## src/rtl/ctrl_pipe_pkg.sv

```systemverilog
// ctrl_pipe_pkg
// Shared types and defaults for the control-signal pipeline:
//   - mult_state_e : multiplier interlock FSM states
//   - DEF_*        : default parameter values of ctrl_pipeline
//   - CNT_W        : multiplier counter width for the default latency
//   - cnt_width()  : counter width for an arbitrary latency (never 0)
package ctrl_pipe_pkg;

  typedef enum logic {
    MS_IDLE = 1'b0,
    MS_BUSY = 1'b1
  } mult_state_e;

  localparam int DEF_CTRL_W   = 13;
  localparam int DEF_NSTAGES  = 3;
  localparam int DEF_MULT_LAT = 4;
  localparam int DEF_MULT_BIT = 2;
  localparam int DEF_HILO_BIT = 0;

  localparam int CNT_W = $clog2(DEF_MULT_LAT);

  // A latency of 1 would give a zero-width counter; keep at least one bit.
  function automatic int cnt_width(input int lat);
    return (lat > 1) ? $clog2(lat) : 1;
  endfunction

endpackage

```

## src/rtl/dreg_en_clr.sv

```systemverilog
// dreg_en_clr
// One pipeline stage register with hold and synchronous clear.
// Ports:
//   clk  in          rising-edge clock
//   rst  in          asynchronous active-low reset (clears q)
//   en   in          load d when high (low = hold)
//   clr  in          load all-zero; takes priority over en
//   d    in  WIDTH   next value
//   q    out WIDTH   registered value
module dreg_en_clr
  import ctrl_pipe_pkg::*;
#(
  parameter int WIDTH = 8
) (
  input  logic             clk,
  input  logic             rst,
  input  logic             en,
  input  logic             clr,
  input  logic [WIDTH-1:0] d,
  output logic [WIDTH-1:0] q
);

  logic [WIDTH-1:0] r_q;

  always_ff @(posedge clk or negedge rst) begin
    if (!rst) begin
      r_q <= '0;
    end else if (clr) begin
      r_q <= '0;
    end else if (en) begin
      r_q <= d;
    end
  end

  assign q = r_q;

endmodule

```

## src/rtl/ctrl_pipeline.sv

```systemverilog
// ctrl_pipeline
// Carries the decoded control bundle from Decode through NSTAGES stage
// registers (0 = E, 1 = M, 2 = W), each with its own stall and flush, and
// owns the multi-cycle multiplier interlock.
// Ports:
//   clk        in   rising-edge clock
//   rst        in   asynchronous active-low reset
//   ctrl_d     in   CTRL_W          control bundle from the decoders
//   valid_d    in   1               ctrl_d is a real instruction
//   stall      in   NSTAGES         per-stage hold request
//   flush      in   NSTAGES         per-stage bubble request
//   ctrl_q     out  NSTAGES*CTRL_W  stage k bundle at [k*CTRL_W +: CTRL_W]
//   valid_q    out  NSTAGES         per-stage valid
//   stall_up   out  1               Fetch/Decode must hold this cycle
//   mult_busy  out  1               a multiply is in flight
//   mult_done  out  1               pulse in the last busy cycle
module ctrl_pipeline
  import ctrl_pipe_pkg::*;
#(
  parameter int CTRL_W   = DEF_CTRL_W,
  parameter int NSTAGES  = DEF_NSTAGES,
  parameter int MULT_LAT = DEF_MULT_LAT,
  parameter int MULT_BIT = DEF_MULT_BIT,
  parameter int HILO_BIT = DEF_HILO_BIT
) (
  input  logic                      clk,
  input  logic                      rst,
  input  logic [CTRL_W-1:0]         ctrl_d,
  input  logic                      valid_d,
  input  logic [NSTAGES-1:0]        stall,
  input  logic [NSTAGES-1:0]        flush,
  output logic [NSTAGES*CTRL_W-1:0] ctrl_q,
  output logic [NSTAGES-1:0]        valid_q,
  output logic                      stall_up,
  output logic                      mult_busy,
  output logic                      mult_done
);

  localparam int            CW       = cnt_width(MULT_LAT);
  localparam logic [CW-1:0] CNT_LOAD = CW'(MULT_LAT - 1);

  mult_state_e        r_state, w_state_nxt;
  logic [CW-1:0]      r_cnt, w_cnt_nxt;
  logic [NSTAGES-1:0] w_hold;
  logic               w_mult_stall;
  logic               w_is_mult;
  logic               w_is_hilo;

  // Stage 0 occupies the low CTRL_W bits of ctrl_q.
  assign w_is_mult = valid_q[0] & ctrl_q[MULT_BIT];
  assign w_is_hilo = valid_q[0] & ctrl_q[HILO_BIT];

  // A held stage forces every older-side (upstream) stage to hold too; the
  // multiplier interlock only ever holds stage 0 and upstream.
  always_comb begin
    w_hold = '0;
    w_hold[NSTAGES-1] = stall[NSTAGES-1];
    for (int k = NSTAGES - 2; k >= 0; k--) begin
      w_hold[k] = stall[k] | w_hold[k+1];
    end
    w_hold[0] = w_hold[0] | w_mult_stall;
  end

  assign stall_up = w_hold[0];

  for (genvar k = 0; k < NSTAGES; k++) begin : g_stage
    logic [CTRL_W:0] w_d;
    logic [CTRL_W:0] w_q;
    logic            w_clr;

    if (k == 0) begin : g_first
      assign w_d   = {valid_d, ctrl_d};
      assign w_clr = flush[0];
    end else begin : g_rest
      assign w_d   = {valid_q[k-1], ctrl_q[(k-1)*CTRL_W +: CTRL_W]};
      // Upstream is held but this stage moves: insert a bubble so the held
      // instruction is not also copied forward.
      assign w_clr = flush[k] | (~w_hold[k] & w_hold[k-1]);
    end

    dreg_en_clr #(
      .WIDTH(CTRL_W + 1)
    ) u_reg (
      .clk(clk),
      .rst(rst),
      .en (~w_hold[k]),
      .clr(w_clr),
      .d  (w_d),
      .q  (w_q)
    );

    assign ctrl_q[k*CTRL_W +: CTRL_W] = w_q[CTRL_W-1:0];
    assign valid_q[k]                 = w_q[CTRL_W];
  end

  // Multiplier interlock state
  always_ff @(posedge clk or negedge rst) begin
    if (!rst) begin
      r_state <= MS_IDLE;
      r_cnt   <= '0;
    end else begin
      r_state <= w_state_nxt;
      r_cnt   <= w_cnt_nxt;
    end
  end

  // The counter runs regardless of stalls; the initiating multiply is never
  // held by the FSM, only a younger multiply or HI/LO read sitting in stage 0.
  always_comb begin
    w_state_nxt  = r_state;
    w_cnt_nxt    = r_cnt;
    mult_busy    = 1'b0;
    mult_done    = 1'b0;
    w_mult_stall = 1'b0;
    case (r_state)
      MS_IDLE: begin
        if (w_is_mult && !flush[0]) begin
          w_state_nxt = MS_BUSY;
          w_cnt_nxt   = CNT_LOAD;
        end
      end
      MS_BUSY: begin
        mult_busy    = 1'b1;
        w_mult_stall = w_is_mult | w_is_hilo;
        if (r_cnt == '0) begin
          mult_done   = 1'b1;
          w_state_nxt = MS_IDLE;
        end else begin
          w_cnt_nxt = r_cnt - CW'(1);
        end
      end
      default: begin
        w_state_nxt = MS_IDLE;
        w_cnt_nxt   = '0;
      end
    endcase
  end

endmodule
```

## config.mk

```make
export PLATFORM = sky130hd
export DESIGN_NAME = ctrl_pipeline
export DESIGN_NICKNAME = d
export VERILOG_FILES = /design/src/rtl/ctrl_pipe_pkg.sv /design/src/rtl/dreg_en_clr.sv /design/src/rtl/ctrl_pipeline.sv
export SDC_FILE = /design/constraint.sdc
export NUM_CORES = 1
export LEC_CHECK = 0
export ABC_CLOCK_PERIOD_IN_PS = 3350
export BUFFER_PORTS_ARGS = -buffer_cell sky130_fd_sc_hd__buf_2
export CORE_MARGIN = 10
export CORE_UTILIZATION = 53
export CTS_BUF_LIST = sky130_fd_sc_hd__clkbuf_4 sky130_fd_sc_hd__clkbuf_8 sky130_fd_sc_hd__clkbuf_16
export CTS_CLUSTER_DIAMETER = 40
export DETAILED_ROUTE_END_ITERATION = 8
export PLACE_DENSITY_LB_ADDON = 0.12
export REMOVE_ABC_BUFFERS = 1
export SLEW_MARGIN = 20
export SYNTH_ARGS = -nofsm -noshare
export SYNTH_HDL_FRONTEND = slang
export SYNTH_HIERARCHICAL = 1
export SYNTH_SLANG_ARGS = --single-unit
```

## constraint.sdc

```tcl
create_clock -name clk -period 3.35 [get_ports clk]
set_clock_uncertainty 0.05 [all_clocks]
set_input_delay 0.335 -clock clk [delete_from_list [all_inputs] [get_ports clk]]
set_output_delay 0.335 -clock clk [all_outputs]
set_load 0.05 [all_outputs]
```

### Word level (Yosys, flattened, before mapping)

Cells that the tools add are included.

| word-level totals | value |
|---|---|
| bits of input ports | 22 |
| word-level logic and storage cells | 44 |
| bits in registers | 45 |

| cells by class | value |
|---|---|
| bitwise logic cells | 13 |
| add/sub/neg operators | 1 |
| reductions and logical operators | 4 |
| multiplexer cells | 16 |
| equal/unequal tests | 5 |

Operator list:

| cell | number |
|---|---|
| 2-to-1 mux 14 bit | 6 |
| 2-to-1 mux 1 bit | 6 |
| != test 2 bit, second input constant | 3 |
| bitwise OR 1 bit | 6 |
| AND 1 bit | 4 |
| 2-to-1 mux 2 bit | 2 |
| != test 2 x 1 -> 1 bit, second input constant | 2 |
| one-hot mux 2 bit (2 select lines) | 1 |
| NOT 1 bit | 3 |
| zero test 2 bit | 1 |
| one-hot mux 1 bit (2 select lines) | 1 |
| AND reduction 2 bit | 1 |
| subtractor 2 x 1 -> 2 bit, second input constant | 1 |
| logical AND 1 bit | 1 |
| zero test 1 bit | 1 |

### Logic depth before layout (Yosys ltp)

Gate-level depths: netlist of run 1.

| logic depth | value |
|---|---|
| word-level depth | 7 |
| gate-level depth with buffers | 6 |
| mapped depth without buffers | 5 |

### Hierarchy

The synthesis of run 1 kept the hierarchy.

Modules (own cells, without submodules):

| module | times used | area an instance (um^2) | seq. area each (um^2) | cells each |
|---|---|---|---|---|
| dreg_en_clr | 3 | 578.1 | 350.3 | 45 |
| ctrl_pipeline | 1 | 210.2 | 75.1 | 21 |

### Worst setup path after synthesis of run 1

Ideal clock, no wire load.

| timing path | value |
|---|---|
| kind | reg-to-reg |
| start point | register g_stage[0].u_reg.r_q[2] |
| end point | register g_stage[0].u_reg.r_q[2] |
| clock period less this slack | 1.788 ns |
| path buffers | 2 |
| stages on the path, launching flop included | 7 |
| path slack | 1.562 ns |
| arrival | 1.606 ns |
| library setup time | 0.132 ns |
| cell sequence | dfrtp_1 -> o211a_1 -> nor4_2 -> buf_6 -> buf_12 -> mux2i_1 -> nor2_1 |

| between the ends | value |
|---|---|
| longest elaborated chain between the ends | 5 |

RTL lines:

| element | line | source |
|---|---|---|
| from (decl) | dreg_en_clr.sv:23 | `logic [WIDTH-1:0] r_q;` |
| from (signal assigned) | dreg_en_clr.sv:27 | `r_q <= '0;` |
| from (signal assigned) | dreg_en_clr.sv:29 | `r_q <= '0;` |
| from (signal assigned) | dreg_en_clr.sv:31 | `r_q <= d;` |
| AND 1 bit | ctrl_pipeline.sv:50 | `assign w_is_mult = valid_q[0] & ctrl_q[MULT_BIT];` |
| bitwise OR 1 bit | ctrl_pipeline.sv:124 | `w_mult_stall = w_is_mult \| w_is_hilo;` |
| 2-to-1 mux 1 bit | ctrl_pipeline.sv:115 | `case (r_state)` |
| bitwise OR 1 bit | ctrl_pipeline.sv:61 | `w_hold[0] = w_hold[0] \| w_mult_stall;` |
| != test 2 bit (no source line) | - |  |

Every way passes these cells.
A chain may end at the register's enable or synchronous reset.

### Worst setup path after layout of run 1

| timing path | value |
|---|---|
| start point | register g_stage[0].u_reg.r_q[2] |
| end point | output stall_up |

| between the ends | value |
|---|---|
| longest elaborated chain between the ends | 4 |

RTL lines:

| element | line | source |
|---|---|---|
| AND 1 bit | ctrl_pipeline.sv:50 |  |
| bitwise OR 1 bit | ctrl_pipeline.sv:124 |  |
| 2-to-1 mux 1 bit | ctrl_pipeline.sv:115 |  |
| bitwise OR 1 bit | ctrl_pipeline.sv:61 |  |
| to (decl) | ctrl_pipeline.sv:34 | `output logic stall_up,` |

Every way passes these cells.

==> flow_summary.json, run 1 <==
{
  "outcome": "finished, final reports clean",
  "ys.flop_type": "dfrtp_1",
  "max-vdd-ir-drop_uv": 285,
  "powerDensity_nw_per_um2": 431,
  "num_antenna_cells": 0,
  "netlist.top_cell.by_area": "dfrtp_1",
  "wl_per_cell_um": 17.2,
  "dieArea_sq_um": 6490,
  "final.setup.tns_ps": 0,
  "dr_wl_met2_um": 2420,
  "cts.sinks": 45,
  "grt_start_max_net_pins": 46,
  "drtIter0Drc": 68,
  "synth_common_cells": "dfrtp_1, nor2_1, mux2i_1, inv_1",
  "post-route-drc-count": 0,
  "grtUsageTotal_pct": 14.7,
  "cp.arrival_ps": 1820,
  "start_util_pct": 56.5,
  "crit_path_start_kind": "register",
  "syn_area_per_cell_sq_um": 12.5,
  "whs_ps": 150,
  "die_y_um": 80.6,
  "yosysSeqAreaShare_pct": 57.9,
  "wl_met1_um": 1770,
  "synth_area_leaders": "dfrtp_1, mux2i_1, nor2_1, buf_12, buf_6",
  "max-slew-margin-rel_pct": 35.7,
  "overflow": 0,
  "rr_worst_depth": 5,
  "wl_um": 4630,
  "grt_pass1_vias": 1531,
  "rows": 21,
  "grt_pass1_wl_um": 7510,
  "fin_util_pct": 68.1,
  "post_cts_resized": 0,
  "final_net_count": 245,
  "yosysUniqueCellTypes": 19,
  "ff2ff_setup_slack_ps": 1390,
  "cts_inserted_buffers": 5,
  "postSynthCellCount": 156,
  "place_hpwl_um": 3420,
  "vias_per_cell": 5.09,
  "drive_gt1_share_pct": 36.3,
  "worst_pin_slew_ps": 965,
  "routed.top_layer": "met4",
  "route.met3.wl_um": 363,
  "port_buffers": 66,
  "cap_violations": 0,
  "synth-seq-cells": 45,
  "yosysMostFrequentCell": "dfrtp_1",
  "end_kind": "output pin",
  "syn_to_final_growth_pct": 20.6,
  "ys_warn_count": 6,
  "clk_pin_slew_worst_paths_ps": 80,
  "cts_buffer_depth": 2,
  "vias": 1369,
  "first_pass_iters": 4,
  "fmax_mhz": 453,
  "timing.rr.end": "g_stage[0].u_reg/q[3]",
  "ctsHoldBuffers": 0,
  "synth_edf_count": 0,
  "fin_area_sq_um": 2340,
  "cts.htree.levels": 2,
  "setup_viol": 0,
  "period_minus_slack_ps": 2210,
  "syn_area_sq_um": 1940,
  "core_area_sq_um": 3440,
  "fp.dieW_um": 80.6,
  "leakage_nw": 1.30,
  "worstPathMaxFanout": 8,
  "async_flop_share_pct": 100,
  "cts_setup_buffers": 0,
  "rsz0062_at_grt": "false",
  "maxSlewViolCount": 0,
  "synth_top_area_share_pct": 57.9,
  "critical_path_required_ps": 2960,
  "tritoncts": "yes",
  "ant_nets": 0,
  "period_share_pct": 65.9,
  "path_class": "reg -> out",
  "antenna_found_initial": 0,
  "hp-class": "in -> async",
  "clk-insertion-delay-late_ps": 290,
  "place_area_sq_um": 2250,
  "r2r_start": "g_stage[0].u_reg/q[2]",
  "root_buffer": "clkbuf_8",
  "io_pins": 67,
  "gp_congestion": 0.720,
  "hold_viol_final": 0
}
==> power breakdown <==
part	total (W)	leakage, nW	internal (W)	switching, W
registers	0.000561	0.625	0.000553	0.00000831
clock network	0.000332	0.0498	0.000172	0.000159
logic	0.000118	0.627	0.0000364	0.0000813
==> worst max-delay path by stage <==
stage / start / end / depth (start not counted)
2_1_floorplan: g_stage[0].u_reg/q[2] / stall_up / 3
3_3_place_gp: stall[2] / g_stage[2].u_reg/q[9] / 4
3_5_place_dp: stall[2] / g_stage[2].u_reg/q[0] / 4
4_1_cts: g_stage[0].u_reg/q[2] / stall_up / 4
5_1_grt: g_stage[0].u_reg/q[2] / stall_up / 4
6_report: g_stage[0].u_reg/q[2] / stall_up / 4
==> metrics by stage <==
step	cells	worst slack, ps	total power, W
after floorplan	147	297	0.000640
after global placement	261	1450	0.000687
after detailed placement	261	1410	0.000690
after CTS	269	1130	0.00103
after global routing	269	991	0.00106
final	269	1140	0.00101
==> routing by layer <==
metal,vias up,GRT usage [%]
met1,666,15.0
met4,0,6.51
li1,653,-
met2,40,26.0
met5,-,0
met3,10,5.79
==> flip-flops by register name, indices dropped and copies added (netlist names) <==
register / flops
g_stage.u_reg/q: 42
r_cnt: 2
r_state: 1
==> cell usage in the layout (no fill, tap or decap), types with 2 or more instances in the layout <==
cell type,n
nor2_1,43
mux2i_1,42
clkbuf_8,5
clkbuf_4,3
buf_2,66
inv_1,4
buf_4,2
dfrtp_1,45
==> layout make-up <==
class                           instances  area (sq um)
Clock buffer                            8          91.3
Fill cell                             277          1100
Inverter                                4          15.0
Multi-Input combinational cell         98           709
Sequential cell                        45          1130
Tap cell                               46          57.6
Timing Repair Buffer                   68           345
==> cell families (layout without fill, tap and decap cells) <==
family / after synthesis / after routing / share of synthesized area, %
simple gates: 49 / 49 / 10.7
mux: 42 / 42 / 21.6
fa+ha+maj: 1 / 1 / 0.643
flops: 45 / 45 / 57.9
buf+inv: 13 / 80 / 6.18
compound gates: 6 / 6 / 2.90
==> critical path, stage by stage (launching register included) <==
cell and delay [ps]:
dfrtp_1 430, o211a_1 280, nor4_4 480, inv_1 90
buf_2 240
(Power assumes the default switching activity.)
==> inputs of run 2 (changes only) <==
ABC_CLOCK_PERIOD_IN_PS = 1800   (was 3350)
CORE_UTILIZATION = 44   (was 53)
clock period = 1.8 ns   (was 3.35 ns; I/O delays follow)
==> flow_summary.json, run 2 (same netlist as run 1, synthesis figures left out) <==
{
  "p_clk_share_pct": 38.3,
  "overflow": 0,
  "vias_per_cell": 5.03,
  "hp-class": "in -> reg",
  "vias": 1413,
  "slowest_stage": "dfrtp_1",
  "dr_wl_met2_um": 2370,
  "wl_um": 4810,
  "cts.sinks": 45,
  "regArea_sq_um": 1130,
  "end_kind": "output pin",
  "p_comb_share_pct": 11.3,
  "tritoncts": "yes",
  "num_antenna_cells": 0,
  "port_buffers": 66,
  "powerDensity_nw_per_um2": 844,
  "crit_path_start_kind": "register",
  "antenna_found_initial": 0,
  "place_hpwl_um": 3540,
  "grt_start_max_net_pins": 25,
  "syn_to_final_growth_pct": 25.7,
  "critical_path_required_ps": 1570,
  "largest_register_ffs": 42,
  "max-slew-margin-rel_pct": 63.9,
  "crit_buf_inv": 3,
  "routed.top_layer": "met4",
  "rows": 24,
  "fp.dieW_um": 86.5,
  "route.met3.wl_um": 405,
  "ff2ff_setup_slack_ps": 190,
  "fin_util_pct": 56.5,
  "max-vdd-ir-drop_uv": 684,
  "drive_gt1_share_pct": 37.6,
  "p_sw_share_pct": 24.6,
  "worstPathMaxFanout": 4,
  "maxSlewViolCount": 0,
  "dieArea_sq_um": 7480,
  "start_util_pct": 45.0,
  "cts_inserted_buffers": 5,
  "fill_cells": 422,
  "fin_total_pwr_w": 0.00206,
  "hold_viol_final": 0,
  "cp_top_family": "flip-flops",
  "grtUsageTotal_pct": 13.0,
  "wl_met1_um": 1980,
  "clk-insertion-delay-late_ps": 300,
  "mostFrequentLayoutCell": "buf_2",
  "preCtsSetupSlack_ps": 200,
  "worst_pin_slew_ps": 541,
  "cts.htree.levels": 2,
  "ant_nets": 0,
  "setup_ws_ps": 57.1,
  "path_class": "reg -> out",
  "grt_pass1_wl_um": 7760,
  "multiInputGateArea_sq_um": 709,
  "cap_violations": 0,
  "setup_viol": 0,
  "p_sw_w": 0.000507,
  "gp_congestion": 0.733,
  "leakage_nw": 1.34,
  "grt_pass1_vias": 1512,
  "slowest_delay_ps": 420,
  "clk_pin_slew_worst_paths_ps": 80,
  "period_minus_slack_ps": 1740,
  "die_y_um": 86.5,
  "fmax_mhz": 574,
  "core_area_sq_um": 4320,
  "cts_buffer_depth": 2,
  "first_pass_iters": 4,
  "rsz0062_at_grt": "true",
  "io_pins": 67,
  "root_buffer": "clkbuf_8",
  "seqPwrFrac_pct": 50.5,
  "final_net_count": 251,
  "internal_power_w": 0.00156,
  "worstPathCellList": "o211a_1 -> nor4_4 -> buf_6 -> inv_1 -> buf_2",
  "post-route-drc-count": 0,
  "cp.arrival_ps": 1510,
  "wl_per_cell_um": 17.1,
  "period_share_pct": 96.8,
  "outcome": "finished, final reports clean",
  "drtIter0Drc": 70,
  "final_cell_mix": "buf_2, dfrtp_1, nor2_1"
}
[run 2: cell types whose count changed in the layout (fill, tap and decap cells not counted), sizes merged]
cell	delta
buf	+5
clkbuf	-2
bufinv	+1
clkinvlp	+1
dlygate4sd3	+1
[run 2: metal layers]
metal | up-vias | GRT usage (%)
li1 | 660 | -
met1 | 697 | 14.9
met2 | 50 | 21.2
met3 | 6 | 6.00
met4 | 0 | 3.53
met5 | - | 0
[run 2: layout make-up]
type | instances | share of cell area, %
Sequential cell | 45 | 46.1
Multi-Input combinational cell | 98 | 29.0
Timing Repair Buffer | 74 | 16.7
Clock buffer | 6 | 3.38
Tap cell | 52 | 2.66
Clock inverter | 2 | 1.54
Inverter | 4 | 0.614
[run 2: path summary, 6_finish.rpt]
| path | from | end | cells past startpoint |
|---|---|---|---|
| setup / recovery | g_stage[0].u_reg/q[0] | stall_up | 5 |
| setup reg to reg | g_stage[0].u_reg/q[0] | g_stage[0].u_reg/q[13] | 5 |
| hold / removal | ctrl_d[4] | g_stage[0].u_reg/q[4] | 3 |
| min in group asynchronous | rst | g_stage[2].u_reg/q[12] | 2 |
| max in group asynchronous | rst | g_stage[2].u_reg/q[9] | 3 |
| hold reg to reg | g_stage[2].u_reg/q[11] | g_stage[2].u_reg/q[11] | 2 |
[run 2: worst register-to-register path: cells and delay by family (launching register included)]
| kind | cells | cell delay [ps] |
|---|---|---|
| buf+inv | 1 | 270 |
| simple gates | 2 | 230 |
| flops | 1 | 420 |
| mux | 1 | 260 |
| compound gates | 1 | 260 |
[run 2: power by group through the flow]
stage	sequential [W]	combinational [W]	clock, W
final	0.00104	0.000233	0.000790
after CTS	0.00104	0.000238	0.000807
after detailed placement	0.00106	0.000231	0
after global routing	0.00104	0.000252	0.000854
after floorplan	0.00111	0.0000812	0
after global placement	0.00106	0.000226	0
[run 2: stage by stage]
step                setup TNS (ps)  instances  cell area (sq um)  hold slack [ps]
finish                           0        281               2440             77.1
global route                 -25.9        281               2440             84.1
CTS                              0        281               2440             71.7
detailed placement               0        270               2300              139
global placement                 0        270               2300              131
floorplan                   -12850        147               1840             -166
[run 2: what timing repair did]
item                                    in CTS  in global routing
pin swaps                                    0                  0
buffers inserted                             2                  0
hold buffers                                 1                  0
endpoints found under the setup margin       1                  1
gates resized for setup                      1                  0
hold endpoints to repair                    21                  0
==> inputs of run 3 (changes only) <==
RECOVER_POWER = 100   (was default)
==> flow_summary.json, run 3 (same netlist as run 1, synthesis figures left out) <==
{
  "outcome": "finished, final reports clean",
  "final_cell_mix": "dfrtp_1, nor2_1, mux2i_1, clkbuf_1, buf_2",
  "final_net_count": 251,
  "wl_um": 4820,
  "ff2ff_setup_slack_ps": 190,
  "period_share_pct": 96.9,
  "antenna_found_initial": 0,
  "dp.cells": 270,
  "powerDensity_nw_per_um2": 866,
  "max-slew-margin-rel_pct": 59.3,
  "ant_nets": 0,
  "fp.dieW_um": 86.5,
  "dieArea_sq_um": 7480,
  "gp_congestion": 0.733,
  "start_util_pct": 45.0,
  "syn_to_final_growth_pct": 21.9,
  "num_antenna_cells": 0,
  "rows": 24,
  "place_area_sq_um": 2300,
  "mostFrequentLayoutCell": "dfrtp_1",
  "cts.htree.levels": 2,
  "clk_pin_slew_worst_paths_ps": 90,
  "hold_viol_final": 0,
  "die_y_um": 86.5,
  "cts_buffer_depth": 2,
  "hp-class": "in -> reg",
  "worstPathMaxFanout": 4,
  "fin_area_sq_um": 2370,
  "end_kind": "output pin",
  "port_buffers": 66,
  "overflow": 0,
  "cp.arrival_ps": 1510,
  "max-vdd-ir-drop_uv": 682,
  "stdcell_count": 281,
  "drtIter0Drc": 69,
  "cts.sinks": 45,
  "cap_violations": 0,
  "io_pins": 67,
  "first_pass_iters": 4,
  "clk-insertion-delay-late_ps": 300,
  "root_buffer": "clkbuf_8",
  "grtUsageTotal_pct": 13.0,
  "vias": 1403,
  "crit_path_start_kind": "register",
  "fmax_mhz": 573,
  "place_hpwl_um": 3540,
  "cts_inserted_buffers": 5,
  "rsz0062_at_grt": "true",
  "setup_viol": 0,
  "grt_start_max_net_pins": 25,
  "critical_path_required_ps": 1570,
  "grt_pass1_wl_um": 7760,
  "core_area_sq_um": 4320,
  "leakage_nw": 1.16,
  "fill_cells": 439,
  "path_class": "reg -> out",
  "tritoncts": "yes",
  "final.setup.tns_ps": 0,
  "largest_register_ffs": 42,
  "vias_per_cell": 4.99,
  "drive_gt1_share_pct": 18.8,
  "maxSlewViolCount": 0,
  "wl_per_cell_um": 17.1,
  "worst_pin_slew_ps": 613,
  "period_minus_slack_ps": 1740,
  "fin_util_pct": 54.8,
  "post-route-drc-count": 0,
  "grt_pass1_vias": 1512
}
-- run 3: area by class of cell --
cell class	instances	area (sq um)	share of cell area [%]
tap	52	65.1	2.75
multi-input combinational	98	702	29.6
clock inverter	2	37.5	1.58
timing repair buffer	74	342	14.4
inverter	4	15.0	0.634
clock buffer	6	82.6	3.48
sequential	45	1130	47.5
-- run 3: report_power, final --
part           switching, W  internal [W]  total, W
clock              0.000338      0.000451  0.000789
sequential        0.0000144       0.00103   0.00104
combinational      0.000153     0.0000694  0.000222
total              0.000505       0.00155   0.00205
-- run 3: metal layers --
metal,vias to the layer above,global-route usage [%],share of wire [%]
met5,-,0,0
met4,0,3.53,1.1
met3,6,6.00,7.0
met2,43,21.2,49
met1,695,14.9,43
li1,659,-,-
-- run 3: through the flow --
step                hold WS (ps)  worst slack, ps  power (W)
floorplan                   -166            -1100    0.00119
finish                      75.4             56.2    0.00205
detailed placement           139              200    0.00129
global route                84.1            -25.9    0.00214
CTS                         71.7             46.8    0.00209
global placement             131              248    0.00129
-- run 3: final timing paths --
path                                     endpoint              startpoint  depth (start not counted)
setup / recovery                         stall_up   g_stage[0].u_reg/q[0]                          5
hold / removal             g_stage[0].u_reg/q[10]              ctrl_d[10]                          3
setup reg to reg           g_stage[0].u_reg/q[13]   g_stage[0].u_reg/q[0]                          5
hold reg to reg            g_stage[2].u_reg/q[11]  g_stage[2].u_reg/q[11]                          2
max in group asynchronous   g_stage[2].u_reg/q[9]                     rst                          3
min in group asynchronous  g_stage[2].u_reg/q[12]                     rst                          2
-- run 3: what timing repair did --
action,4_1_cts,5_1_grt
hold buffers,1,0
endpoints found under the hold margin,21,0
gates resized for setup,1,0
pin swaps,0,0
setup endpoints to repair,1,1
gates cloned,0,0
setup buffers,2,0
-- run 3: critical path, stage by stage, from the launching register on --
cell	delay [ps]
dfrtp_1	420
o211a_1	260
nor4_4	170
buf_6	140
inv_1	30
buf_2	200
